===== src/rtl/uart_frame_pkg.sv =====
// Shared types and constants for the UART frame receiver.
package uart_frame_pkg;

   typedef enum logic [2:0] {
      HUNT,
      LEN,
      PAYLOAD,
      CHK,
      DRAIN
   } state_t;

   localparam logic [1:0] ERR_LEN = 2'b01;
   localparam logic [1:0] ERR_CHK = 2'b10;
   localparam logic [1:0] ERR_TMO = 2'b11;

   localparam logic [7:0] SOF_DEFAULT = 8'hA5;

endpackage


===== src/rtl/uart_frame_rx_if.sv =====
// Payload stream from the frame receiver to the command logic (valid/ready).
interface uart_frame_rx_if;

   logic [7:0] m_data;
   logic       m_valid;
   logic       m_last;
   logic       m_ready;

   modport master (output m_data, m_valid, m_last, input m_ready);
   modport slave  (input m_data, m_valid, m_last, output m_ready);

endinterface


===== src/rtl/uart_frame_rx_frame_buf.sv =====
// Payload buffer: MAX_LEN x 8 registers, synchronous write, combinational read,
// with its own write and read pointers.
module frame_buf #(
   parameter int unsigned MAX_LEN = 16,
   parameter int unsigned PW      = $clog2(MAX_LEN + 1)
) (
   input  logic          clk,
   input  logic          rst_n,
   input  logic          wr_clr,
   input  logic          wr_en,
   input  logic [7:0]    wr_data,
   input  logic          rd_clr,
   input  logic          rd_inc,
   output logic [PW-1:0] wr_ptr,
   output logic [PW-1:0] rd_ptr,
   output logic [7:0]    rd_data
);

   localparam int unsigned AW = (MAX_LEN > 1) ? $clog2(MAX_LEN) : 1;

   logic [7:0] mem [MAX_LEN];

   always_ff @(posedge clk) begin
      if (wr_en) mem[wr_ptr[AW-1:0]] <= wr_data;
   end

   always_ff @(posedge clk or negedge rst_n) begin
      if (!rst_n) begin
         wr_ptr <= '0;
         rd_ptr <= '0;
      end else begin
         if (wr_clr)     wr_ptr <= '0;
         else if (wr_en) wr_ptr <= wr_ptr + 1'b1;
         if (rd_clr)      rd_ptr <= '0;
         else if (rd_inc) rd_ptr <= rd_ptr + 1'b1;
      end
   end

   assign rd_data = mem[rd_ptr[AW-1:0]];

endmodule


===== src/rtl/uart_frame_rx.sv =====
// Framed-packet receiver: SOF, LEN, payload, CHK; releases verified payloads.
// Optional UART_FRAME_STATS_EN adds saturating good/bad frame counters.
module uart_frame_rx
   import uart_frame_pkg::*;
#(
   parameter int unsigned MAX_LEN      = 16,
   parameter logic [7:0]  SOF_BYTE     = SOF_DEFAULT,
   parameter int unsigned TIMEOUT_CLKS = 17360
) (
   input  logic              clk,
   input  logic              rst_n,
   input  logic [7:0]        rx_byte,
   input  logic              rx_dv,
   uart_frame_rx_if.master   m_if,
   output logic              frame_err,
   output logic [1:0]        err_code,
   output logic              rx_overrun,
   output logic              busy
`ifdef UART_FRAME_STATS_EN
   ,
   output logic [15:0]       good_cnt,
   output logic [15:0]       bad_cnt
`endif
);

   localparam int unsigned PW = $clog2(MAX_LEN + 1);
   localparam int unsigned TW = $clog2(TIMEOUT_CLKS + 1);

   state_t        state;
   logic [PW-1:0] len;
   logic [PW-1:0] wr_ptr;
   logic [PW-1:0] rd_ptr;
   logic [7:0]    sum;
   logic [7:0]    rd_data;
   logic [TW-1:0] tmo_cnt;

   logic in_frame, len_bad, chk_ok, tmo_hit, handshake;

   assign in_frame  = state inside {LEN, PAYLOAD, CHK};
   assign len_bad   = (rx_byte == 8'd0) || (rx_byte > 8'(MAX_LEN));
   assign chk_ok    = (rx_byte == sum);
   assign tmo_hit   = in_frame && !rx_dv && (tmo_cnt == TW'(TIMEOUT_CLKS - 1));
   assign handshake = m_if.m_valid && m_if.m_ready;

   frame_buf #(.MAX_LEN(MAX_LEN), .PW(PW)) u_buf (
      .clk     (clk),
      .rst_n   (rst_n),
      .wr_clr  ((state == LEN) && rx_dv),
      .wr_en   ((state == PAYLOAD) && rx_dv),
      .wr_data (rx_byte),
      .rd_clr  ((state == CHK) && rx_dv),
      .rd_inc  ((state == DRAIN) && handshake),
      .wr_ptr  (wr_ptr),
      .rd_ptr  (rd_ptr),
      .rd_data (rd_data)
   );

   // The buffer is frozen during DRAIN, so gating the read port is enough for stable data.
   assign m_if.m_data = m_if.m_valid ? rd_data : '0;

   always_ff @(posedge clk or negedge rst_n) begin
      if (!rst_n) tmo_cnt <= '0;
      else if (rx_dv || !in_frame) tmo_cnt <= '0;
      else tmo_cnt <= tmo_cnt + 1'b1;
   end

   always_ff @(posedge clk or negedge rst_n) begin
      if (!rst_n) begin
         state        <= HUNT;
         len          <= '0;
         sum          <= '0;
         m_if.m_valid <= 1'b0;
         m_if.m_last  <= 1'b0;
         frame_err    <= 1'b0;
         err_code     <= '0;
         rx_overrun   <= 1'b0;
         busy         <= 1'b0;
      end else begin
         frame_err  <= 1'b0;
         rx_overrun <= 1'b0;
         if (tmo_hit) begin
            frame_err <= 1'b1;
            err_code  <= ERR_TMO;
            state     <= HUNT;
            busy      <= 1'b0;
         end else begin
            case (state)
               HUNT: begin
                  if (rx_dv && rx_byte == SOF_BYTE) begin
                     state <= LEN;
                     busy  <= 1'b1;
                  end
               end
               LEN: begin
                  if (rx_dv) begin
                     if (len_bad) begin
                        frame_err <= 1'b1;
                        err_code  <= ERR_LEN;
                        state     <= HUNT;
                        busy      <= 1'b0;
                     end else begin
                        len   <= rx_byte[PW-1:0];
                        sum   <= rx_byte;
                        state <= PAYLOAD;
                     end
                  end
               end
               PAYLOAD: begin
                  if (rx_dv) begin
                     sum <= sum + rx_byte;
                     if (wr_ptr == len - PW'(1)) state <= CHK;
                  end
               end
               CHK: begin
                  if (rx_dv) begin
                     if (chk_ok) begin
                        state        <= DRAIN;
                        m_if.m_valid <= 1'b1;
                        m_if.m_last  <= (len == PW'(1));
                     end else begin
                        frame_err <= 1'b1;
                        err_code  <= ERR_CHK;
                        state     <= HUNT;
                        busy      <= 1'b0;
                     end
                  end
               end
               DRAIN: begin
                  if (rx_dv) rx_overrun <= 1'b1;
                  if (handshake) begin
                     if (m_if.m_last) begin
                        state        <= HUNT;
                        m_if.m_valid <= 1'b0;
                        m_if.m_last  <= 1'b0;
                        busy         <= 1'b0;
                     end else begin
                        m_if.m_last <= ((rd_ptr + PW'(1)) == (len - PW'(1)));
                     end
                  end
               end
               default: begin
                  state <= HUNT;
                  busy  <= 1'b0;
               end
            endcase
         end
      end
   end

`ifdef UART_FRAME_STATS_EN
   logic good_evt, bad_evt;

   assign good_evt = (state == CHK) && rx_dv && chk_ok;
   assign bad_evt  = tmo_hit
                   || ((state == LEN) && rx_dv && len_bad)
                   || ((state == CHK) && rx_dv && !chk_ok);

   always_ff @(posedge clk or negedge rst_n) begin
      if (!rst_n) begin
         good_cnt <= '0;
         bad_cnt  <= '0;
      end else begin
         if (good_evt && good_cnt != '1) good_cnt <= good_cnt + 1'b1;
         if (bad_evt && bad_cnt != '1)   bad_cnt  <= bad_cnt + 1'b1;
      end
   end
`endif

endmodule


===== src/flat_wrapper.sv =====
// flat-port wrapper written by rule: the top's interface ports become plain ports
module uart_frame_rx_flat import uart_frame_pkg::*;
#(
   parameter int unsigned MAX_LEN      = 16,
   parameter logic [7:0]  SOF_BYTE     = SOF_DEFAULT,
   parameter int unsigned TIMEOUT_CLKS = 17360
)
  (clk, rst_n, rx_byte, rx_dv, frame_err, err_code, rx_overrun, busy, m_if_m_data, m_if_m_valid, m_if_m_last, m_if_m_ready);
  uart_frame_rx_if m_if_i ();
  input  logic clk;
  input  logic rst_n;
  input  logic [7:0] rx_byte;
  input  logic rx_dv;
  output logic frame_err;
  output logic [1:0] err_code;
  output logic rx_overrun;
  output logic busy;
  output wire logic [$bits(m_if_i.m_data)-1:0] m_if_m_data;
  output wire logic [$bits(m_if_i.m_valid)-1:0] m_if_m_valid;
  output wire logic [$bits(m_if_i.m_last)-1:0] m_if_m_last;
  input wire logic [$bits(m_if_i.m_ready)-1:0] m_if_m_ready;
  assign m_if_m_data = m_if_i.m_data;
  assign m_if_m_valid = m_if_i.m_valid;
  assign m_if_m_last = m_if_i.m_last;
  assign m_if_i.m_ready = m_if_m_ready;
  uart_frame_rx #(.MAX_LEN(MAX_LEN), .SOF_BYTE(SOF_BYTE), .TIMEOUT_CLKS(TIMEOUT_CLKS)) u_core (.clk(clk), .rst_n(rst_n), .rx_byte(rx_byte), .rx_dv(rx_dv), .m_if(m_if_i), .frame_err(frame_err), .err_code(err_code), .rx_overrun(rx_overrun), .busy(busy));
endmodule

===== config.mk =====
export PLATFORM = sky130hd
export DESIGN_NAME = uart_frame_rx_flat
export DESIGN_NICKNAME = d
export VERILOG_FILES = /design/src/rtl/uart_frame_pkg.sv /design/src/rtl/uart_frame_rx_if.sv /design/src/rtl/uart_frame_rx_frame_buf.sv /design/src/rtl/uart_frame_rx.sv /design/src/flat_wrapper.sv
export SDC_FILE = /design/constraint.sdc
export NUM_CORES = 1
export LEC_CHECK = 0
export ABC_AREA = 1
export ABC_CLOCK_PERIOD_IN_PS = 3000
export BUFFER_PORTS_ARGS = -buffer_cell sky130_fd_sc_hd__clkbuf_2
export CAP_MARGIN = 10
export CORE_UTILIZATION = 60
export DETAILED_ROUTE_END_ITERATION = 7
export GPL_TIMING_DRIVEN = 0
export PLACE_DENSITY = 0.84
export SLEW_MARGIN = 5
export SYNTH_ARGS = -nofsm -noshare
export SYNTH_HDL_FRONTEND = slang
export SYNTH_SLANG_ARGS = --single-unit

===== constraint.sdc =====
create_clock -name clk -period 3 [get_ports clk]
set_input_delay 0.15 -clock clk [delete_from_list [all_inputs] [get_ports clk]]
set_output_delay 0.15 -clock clk [all_outputs]
set_load 0.005 [all_outputs]

* Word level (Yosys, flattened, before mapping)
Memory sizes are Yosys's and may differ from the RTL's.
Index checks and enable logic that the tools add are counted.
** Word-level totals
- Register bits :: 48
- Memory bits (writable) :: 128
- Input port bits :: 12
- Logic and storage cells :: 130
- Memories kept :: 1
** Operators by class
- Add/sub/neg operators :: 5
- Magnitude comparators :: 1
- Equality and inequality tests :: 27
- Mux-type cells :: 55
- Bitwise operators :: 2
- Reductions and logical operators :: 27
** Memory list
- u_core.u_buf.mem :: words 16, width 8, read ports 1, clocked after memory_dff 0, wr ports 1, RTL line uart_frame_rx_frame_buf.sv:21 : logic [7:0] mem [MAX_LEN];
** Operators with widths (number)
- 8-bit 2-to-1 mux :: 4
- 3-bit 2-to-1 mux :: 9
- 1-bit 2-to-1 mux :: 24
- 5-bit 2-to-1 mux :: 4
- 8-bit one-hot mux with 2 select lines :: 1
- 15-bit by 1-bit adder with 15-bit output (second input constant) :: 1
- 15-bit == test (second input constant) :: 1
- 15-bit 2-to-1 mux :: 1
- 3-bit one-hot mux with 5 select lines :: 1
- 5-bit AND reduction :: 3
- 2-bit 2-to-1 mux :: 6
- 3-bit by 1-bit != test with 1-bit output (second input constant) :: 4
- 3-bit by 2-bit != test with 1-bit output (second input constant) :: 4
- 5-bit by 1-bit adder with 5-bit output (second input constant) :: 2
- 5-bit == test :: 2
- 8-bit adder :: 1
- 8-bit == test :: 1
- 8-bit == test (second input constant) :: 1
- 8-bit by 5-bit > comparator with 1-bit output (second input constant) :: 1
- 1-bit logical AND :: 8
- 8-bit logical NOT :: 1
- 2-bit by 1-bit != test with 1-bit output (second input constant) :: 4
- 2-bit != test (second input constant) :: 4
- 8-bit AND reduction :: 1
- 18 further kinds :: 28

* Longest topological paths before layout
Gate-level depths: netlist of the first run.
- Depth in word-level cells :: 6
- Mapped depth :: 15

* Modules after synthesis
From an unflattened synthesis of the first run, not the netlist that was laid out.
** Unflattened totals
- Cells, all modules :: 1034
- Area total of the unflattened synthesis :: 8991.1 um2
** Modules (own cells, without submodules)
- frame_buf :: times used 1, cells an instance 624, area each 6149.6 um2, sequential area each 4093.9 um2
- uart_frame_rx :: times used 1, cells an instance 410, area each 2841.5 um2, sequential area each 950.9 um2

* Least setup slack after synthesis of the first run
Ideal clock, no wire load.
- Path type :: register to register
- Start :: register u_core.state[2]
- End :: memory u_core.u_buf.mem[7][0] (enable)
- Data arrival time :: 1587 ps
- Required time :: 2617 ps
- Path slack :: 1030 ps
- Cell stages (with the launch flop) :: 6
- Path buffers :: 0
- Clock period less this slack :: 1970 ps
- Cells stage by stage :: dfrtp_1 -> inv_4 -> nand3_2 -> nor2_4 -> nand2_4 -> nor3_1
** Between the ends
- Word-level cells in the longest chain between the ends :: 4
** Ends and longest elaborated chain
- start: declaration :: RTL line uart_frame_rx.sv:29 : state_t state;
- start signal: assignment :: RTL line uart_frame_rx.sv:69 : state <= HUNT;
- start signal: assignment :: RTL line uart_frame_rx.sv:84 : state <= HUNT;
- start signal: assignment :: RTL line uart_frame_rx.sv:90 : state <= LEN;
- 3-bit by 2-bit == test with 1-bit output :: RTL line uart_frame_rx.sv:49 : .wr_en ((state == PAYLOAD) && rx_dv),
- 1-bit logical AND :: RTL line uart_frame_rx.sv:49
- 1-bit 2-to-1 mux :: RTL line uart_frame_rx_frame_buf.sv:24 : if (wr_en) mem[wr_ptr[AW-1:0]] <= wr_data;
- 1-bit 2-to-1 mux (implied by the code) :: RTL line uart_frame_rx_frame_buf.sv:24
- end: declaration :: RTL line uart_frame_rx_frame_buf.sv:21
No other way between the ends.

* Worst setup path after layout of the first run
- Start :: register u_core.u_buf.rd_ptr[0]
- End :: output port m_if_m_data[0]
** Between the ends
- Word-level cells in the longest chain between the ends :: 2
** Ends and longest elaborated chain
- start: declaration :: RTL line uart_frame_rx_frame_buf.sv:15 : output logic [PW-1:0] rd_ptr,
- start signal: assignment :: RTL line uart_frame_rx_frame_buf.sv:35 : else if (rd_inc) rd_ptr <= rd_ptr + 1'b1;
- memory read 16 x 8 bit
- 8-bit 2-to-1 mux :: RTL line uart_frame_rx.sv:59 : assign m_if.m_data = m_if.m_valid ? rd_data : '0;
- end: declaration :: RTL line flat_wrapper.sv:18 : output wire logic [$bits(m_if_i.m_data)-1:0] m_if_m_data;
No other way between the ends.

==> results of run 1 <==
## stage by stage
| step | util [%] | hold WS (ns) | instance area (µm²) | worst slack (ns) | total power, mW |
|---|---|---|---|---|---|
| 6_report | 69.5 | 0.0827 | 9270 | 0.281 | 7.00 |
| 5_1_grt | 69.5 | 0.108 | 9270 | 0.147 | 7.33 |
| 4_1_cts | 69.5 | 0.0755 | 9270 | 0.339 | 6.99 |
| 3_5_place_dp | 64.8 | 0.445 | 8650 | 0.637 | 4.69 |
| 3_3_place_gp | 64.8 | 0.435 | 8650 | 0.645 | 4.62 |
| 2_1_floorplan | - | -0.146 | 8300 | 1.03 | 4.17 |
## worst min path at each step
stage          start                          end  slack (ns)  cells past startpoint
2_1_floorplan  rst_n      u_core.busy$_DFFE_PN0P_       -0.15                      0
3_3_place_gp   rst_n  u_core.tmo_cnt[8]$_DFF_PN0_        0.43                      1
3_5_place_dp   rst_n  u_core.tmo_cnt[7]$_DFF_PN0_        0.45                      1
4_1_cts        rx_dv    u_core.sum[6]$_DFFE_PN0P_        0.08                      3
5_1_grt        rx_dv    u_core.sum[6]$_DFFE_PN0P_        0.11                      3
6_report       rx_dv    u_core.sum[6]$_DFFE_PN0P_        0.08                      3
## sequential cells by signal, summed over array words and instances, names as in the netlist
name / cells
u_core.err_code: 2
u_core.state: 3
u_core.sum: 8
u_core.busy: 1
u_core.m_if.m_last: 1
u_core.len: 5
u_core.m_if.m_valid: 1
u_core.tmo_cnt: 15
u_core.u_buf.mem: 128
u_core.u_buf.wr_ptr: 5
u_core.frame_err: 1
u_core.rx_overrun: 1
u_core.u_buf.rd_ptr: 5
## layout make-up
| cell class | instances | area, µm² | area share, % |
|---|---|---|---|
| Clock inverter | 15 | 188 | 2.02 |
| Multi-Input combinational cell | 543 | 2870 | 31.0 |
| Clock buffer | 17 | 425 | 4.59 |
| Tap cell | 176 | 220 | 2.37 |
| Inverter | 71 | 279 | 3.01 |
| Sequential cell | 176 | 5040 | 54.4 |
| Timing Repair Buffer | 27 | 140 | 1.51 |
| Buffer | 23 | 105 | 1.13 |
## routing by layer
| metal | global-route usage, % | routed length [µm] | vias to the layer above |
|---|---|---|---|
| li1 | - | - | 2931 |
| met1 | 38.1 | 7810 | 2958 |
| met2 | 48.3 | 9560 | 348 |
| met3 | 5.94 | 1750 | 42 |
| met4 | 11.6 | 500 | 0 |
| met5 | 0 | 0 | - |
## logic make-up after synthesis
| family | Yosys count | share of synthesized area (%) |
|---|---|---|
| buf+inv | 94 | 4.63 |
| simple gates | 347 | 19.1 |
| compound gates | 167 | 11.6 |
| xor+xnor | 13 | 1.37 |
| fa+ha+maj | 16 | 2.50 |
| flops | 176 | 60.8 |
## layout by cell type (no fill, tap or decap), types with 3 or more instances in the layout
| master | n |
|---|---|
| nor2_1 | 139 |
| edfxtp_1 | 128 |
| nand2_1 | 106 |
| o21ai_0 | 84 |
| inv_1 | 57 |
| dfrtp_1 | 48 |
| nand3_1 | 42 |
| a21oi_1 | 25 |
| clkbuf_2 | 25 |
| o211ai_1 | 19 |
| clkbuf_16 | 17 |
| ha_1 | 15 |
| o221ai_1 | 14 |
| o22ai_1 | 13 |
| clkbuf_1 | 12 |
| nand2_2 | 11 |
| nor3_1 | 11 |
| buf_2 | 10 |
| inv_2 | 8 |
| nand4_1 | 8 |
| nor2_2 | 7 |
| xor2_1 | 7 |
| clkinv_1 | 6 |
| xnor2_1 | 6 |
| o21ai_1 | 6 |
| nand2_4 | 5 |
| nor2_4 | 5 |
| inv_6 | 4 |
| bufinv_16 | 4 |
| inv_4 | 3 |
| or2_2 | 3 |
| a31oi_1 | 3 |
## where the power goes
part / switching (mW) / internal (mW) / total (mW) / leakage (nW)
combinational: 1.18 / 0.623 / 1.80 / 1.55
clock: 0.930 / 1.39 / 2.32 / 0.298
sequential: 0.121 / 2.76 / 2.88 / 1.78
## critical path, stage by stage (launching register included)
cell,delay [ns]
dfrtp_1,0.50
inv_2,0.19
clkbuf_1,0.51
nor2_1,0.11
o221ai_1,0.25
nand3_1,0.15
a21oi_1,0.27
clkbuf_2,0.17
==> flow_metrics.env, run 1 <==
export IMPL_netlist_instances=813
export IMPL_core_area_mm2=0.0133
export IMPL_wl_per_cell_um=18.7
export IMPL_grt_ovfl_total=0
export IMPL_leakage_nw=3.62
export IMPL_dp_hpwl_um=13100
export IMPL_ff2ff_path_depth=5
export IMPL_grt_pass1_wl_um=31500
export IMPL_cts_buffers=17
export IMPL_root_buffer="clkbuf_16"
export IMPL_vdd_drop_max_mv=0.516
export IMPL_regToRegStartpoint="u_core.state[2]$_DFFE_PN0P_"
export IMPL_cts_tree="built"
export IMPL_slew_headroom_pct=28.2
export IMPL_synth_edf_count=128
export IMPL_fin_crit_sh_pct=90.6
export IMPL_ant_nets=0
export IMPL_synth_seq_cells=176
export IMPL_ctsResizeCount=0
export IMPL_die_y_um=120
export IMPL_synth_largest_area_cell="edfxtp_1"
export IMPL_max_cap_violations=0
export IMPL_min_period_ns=2.72
export IMPL_portBuffers=26
export IMPL_rrSetupSlack_ns=0.67
export IMPL_clk_pin_slew_ns=0.07
export IMPL_syn2layout_area_growth_pct=11.7
export IMPL_synth_most_common_cell="nor2_1"
export IMPL_synth_seq_area_share_pct=60.8
export IMPL_crit_required_ns=2.85
export IMPL_antennaDiodeCount=0
export IMPL_setup_viol=0
export IMPL_gp_congestion=0.893
export IMPL_cp_endpoint="m_if_m_data[0]"
export IMPL_worstMarginPinSlew_ns=1.08
export IMPL_dieArea_mm2=0.0143
export IMPL_dr_pass1_iters=5
export IMPL_track_usage_pct=29.2
export IMPL_endpoint_kind="output pin"
export IMPL_synth_cell_types=41
export IMPL_setup_tns_ns=0
export IMPL_skew_ns=0.00836
export IMPL_status="completed"
export IMPL_grt_pass1_vias=6031
export IMPL_clk_latency_ns=0.43
export IMPL_drt_initial_drc_count=803
export IMPL_rows=42
export IMPL_netlist_area_mm2=0.00830
export IMPL_drt_wl_total_um=19600
export IMPL_cts_max_level=4
export IMPL_cts_path_max_buffers=2
export IMPL_path_max_fanout=10
export IMPL_grt_max_degree=49
export IMPL_initial_core_util_pct=62.2
export IMPL_cts_sinks=176
export IMPL_cts_setup_buffers=0
export IMPL_drv_slew=0
export IMPL_clock_fmax_ghz=0.368
export IMPL_synth_area_leaders="edfxtp_1 (46%), dfrtp_1 (14%), nor2_1 (6.3%)"
export IMPL_drc=0
export IMPL_yosys_top_cells_count="nor2_1 (139), edfxtp_1 (128), nand2_1 (106)"
export IMPL_finalHoldViolCount=0
export IMPL_startpoint="u_core.u_buf.rd_ptr[0]$_DFFE_PN0P_"
export IMPL_drive_gt1_share_pct=13.1
export IMPL_postCtsHoldBufs=1
export IMPL_routed_via_density=5.99
export IMPL_synth_top_flop_cell="edfxtp_1"
export IMPL_die_w_um=120
export IMPL_worstSetupPathType="flop to output pin"
export IMPL_synth_fp_nets=841
export IMPL_yosysWarningCount=0
export IMPL_powerDensity_mw_per_mm2=755
export IMPL_rsz0062_at_grt="no"
export IMPL_vias=6279
export IMPL_hold_path_class="primary input to flop"
export IMPL_n_fill_cell=966
export IMPL_synth_top_cell_area_share_pct=46.3
export IMPL_placedCellCount=1015
export IMPL_ios=27
export IMPL_worstReg2RegEnd="u_core.u_buf.mem[7][3]$_DFFE_PP_"
export IMPL_final_cells=1048
export IMPL_async_reset_ff_share_pct=27.3
export IMPL_critPathLaunchType="flop"
export IMPL_avgSynthCellArea_um2=10.2
export IMPL_antenna_found_initial=0
export IMPL_nets=887
export IMPL_arrival_ns=2.57
Note: power is estimated with default switching activity, not from simulation.
==> run 2, diff against run 1 <==
BUFFER_PORTS_ARGS = not set   (was -buffer_cell sky130_fd_sc_hd__clkbuf_2)
CORE_UTILIZATION = 55   (was 60)
DONT_BUFFER_PORTS = 1   (was not set)
PLACE_DENSITY = 0.77   (was 0.84)
==> flow_metrics.env, run 2 (synthesis gave the netlist of run 1 again) <==
export IMPL_layout_common_cells="nor2_1 (139), edfxtp_1 (128), nand2_1 (106)"
export IMPL_nets=871
export IMPL_leakage_nw=3.57
export IMPL_gp_congestion=0.871
export IMPL_routed_via_density=5.95
export IMPL_cts_setup_buffers=0
export IMPL_dieArea_mm2=0.0156
export IMPL_grt_pass1_vias=5949
export IMPL_slew_headroom_pct=39.6
export IMPL_ios=27
export IMPL_worstMarginPinSlew_ns=0.903
export IMPL_portBuffers=0
export IMPL_cts_tree="built"
export IMPL_worstSetupPathType="flop to output pin"
export IMPL_setup_tns_ns=0
export IMPL_min_period_ns=2.71
export IMPL_ff2ff_path_depth=5
export IMPL_fin_crit_sh_pct=90.2
export IMPL_skew_ns=0.00744
export IMPL_clock_fmax_ghz=0.369
export IMPL_initial_core_util_pct=56.7
export IMPL_powerDensity_mw_per_mm2=749
export IMPL_drc=4
export IMPL_violations="DRC"
export IMPL_die_y_um=125
export IMPL_wl_per_cell_um=19.8
export IMPL_endpoint_kind="output pin"
export IMPL_rows=44
export IMPL_worstReg2RegEnd="u_core.u_buf.mem[2][6]$_DFFE_PP_"
export IMPL_slowest_stage="clkbuf_1"
export IMPL_cts_sinks=176
export IMPL_final_area_mm2=0.00928
export IMPL_whs_endpoint="u_core.frame_err$_DFF_PN0_"
export IMPL_path_max_fanout=10
export IMPL_max_stage_delay_ns=0.50
export IMPL_whs_path_depth=4
export IMPL_p_switching_mw=2.32
export IMPL_grt_ovfl_total=0
export IMPL_arrival_ns=2.56
export IMPL_cp_top_family="compound AO/OA/AOI/OAI gates"
export IMPL_die_w_um=125
export IMPL_dr_pass1_iters=7
export IMPL_path_cells="inv_2, clkbuf_1, nor2_1, o221ai_1, nand3_1, a21oi_1"
export IMPL_vdd_drop_max_mv=0.428
export IMPL_setup_viol=0
export IMPL_grt_pass1_wl_um=32300
export IMPL_final_common_cell="nor2_1"
export IMPL_crit_required_ns=2.85
export IMPL_largest_register_ffs=128
export IMPL_critPathLaunchType="flop"
export IMPL_core_area_mm2=0.0146
export IMPL_p_seq_share_pct=41.4
export IMPL_antennaDiodeCount=0
export IMPL_drv_slew=0
export IMPL_hold_path_class="primary input to flop"
export IMPL_cts_max_level=4
export IMPL_cts_buffers=17
export IMPL_root_buffer="clkbuf_16"
export IMPL_antenna_found_initial=1
export IMPL_clk_pin_slew_ns=0.07
export IMPL_whs_ns=0.0151
export IMPL_cts_path_max_buffers=2
export IMPL_internal_power_mw=4.63
export IMPL_drt_wl_total_um=20600
export IMPL_p_comb_share_pct=25.3
export IMPL_max_cap_violations=0
export IMPL_clk_latency_ns=0.43
export IMPL_syn2layout_area_growth_pct=11.8
export IMPL_place_area_mm2=0.00853
export IMPL_rsz0062_at_grt="no"
export IMPL_pwr_share_clk_pct=33.3
export IMPL_swShare_pct=33.4
export IMPL_track_usage_pct=27.9
export IMPL_regToRegStartpoint="u_core.state[2]$_DFFE_PN0P_"
export IMPL_finalHoldViolCount=0
export IMPL_status="complete, but fails checks"
export IMPL_min_from="rx_dv"
export IMPL_vias=6186
export IMPL_ant_nets=0
export IMPL_grt_max_degree=49
export IMPL_path_buf_inv=2
export IMPL_drive_gt1_share_pct=11.0
export IMPL_drt_initial_drc_count=696
export IMPL_rrSetupSlack_ns=0.73
export IMPL_startpoint="u_core.u_buf.rd_ptr[0]$_DFFE_PN0P_"
export IMPL_dp_hpwl_um=13000
export IMPL_total_power_mw=6.95
## run 2: changes by cell type in the layout (fill, tap and decap cells not counted), moves of 2 or more
cell and change:
clkinv_1 -4, clkinv_2 -2, dlygate4sd3_1 +9, clkinv_4 +2
inv_8 +7, bufinv_16 -2, clkbuf_2 -25
## run 2: tightest hold or removal path: cells and delay by family
| family | cells | cell delay [ns] |
|---|---|---|
| AND/OR/NAND/NOR | 4 | 0.26 |
## run 2: final cells by class
class                           count  area [µm²]
Clock buffer                       17         425
Fill cell                        1181        5370
Sequential cell                   176        5040
Buffer                             23         105
Clock inverter                     15         190
Timing Repair Buffer               11         128
Tap cell                          184         230
Inverter                           71         279
Multi-Input combinational cell    543        2880
## run 2: metal layers
layer | vias to the layer above | part of all wire (%) | global-route usage [%]
met3 | 58 | 8.0 | 6.87
met5 | - | 0 | 0
li1 | 2902 | - | -
met2 | 295 | 48 | 44.7
met4 | 0 | 3.2 | 12.1
met1 | 2931 | 41 | 36.4
## run 2: repair_timing
| item | in CTS | in global routing |
|---|---|---|
| hold buffers | 11 | 0 |
| gates resized for setup | 0 | 0 |
| endpoints found under the hold margin | 195 | 0 |
## run 2: worst max-delay path by stage
stage                                                   to  slack [ns]  cells past startpoint
final                                       m_if_m_data[2]        0.29                      6
after global routing                        m_if_m_data[2]        0.24                      6
after detailed placement  u_core.u_buf.mem[0][7]$_DFFE_PP_        0.72                      5
after CTS                                   m_if_m_data[7]        0.39                      6
after floorplan           u_core.u_buf.mem[7][0]$_DFFE_PP_        1.03                      5
after global placement    u_core.u_buf.mem[7][3]$_DFFE_PP_        0.40                      5
## run 2: through the flow
stage | cells | utilization (%) | setup WS [ns]
global placement | 997 | 58.2 | 0.401
global route | 1040 | 63.4 | 0.240
floorplan | 813 | - | 1.03
finish | 1040 | 63.4 | 0.293
CTS | 1040 | 63.4 | 0.386
detailed placement | 997 | 58.3 | 0.724
## run 2: power groups by stage
stage | Sequential [mW] | Clock [mW] | Combinational (mW)
after detailed placement | 2.93 | 0 | 1.65
final | 2.88 | 2.31 | 1.76
after global placement | 2.92 | 0 | 1.62
after global routing | 2.90 | 2.42 | 1.96
after CTS | 2.88 | 2.33 | 1.73
after floorplan | 2.89 | 0 | 1.28
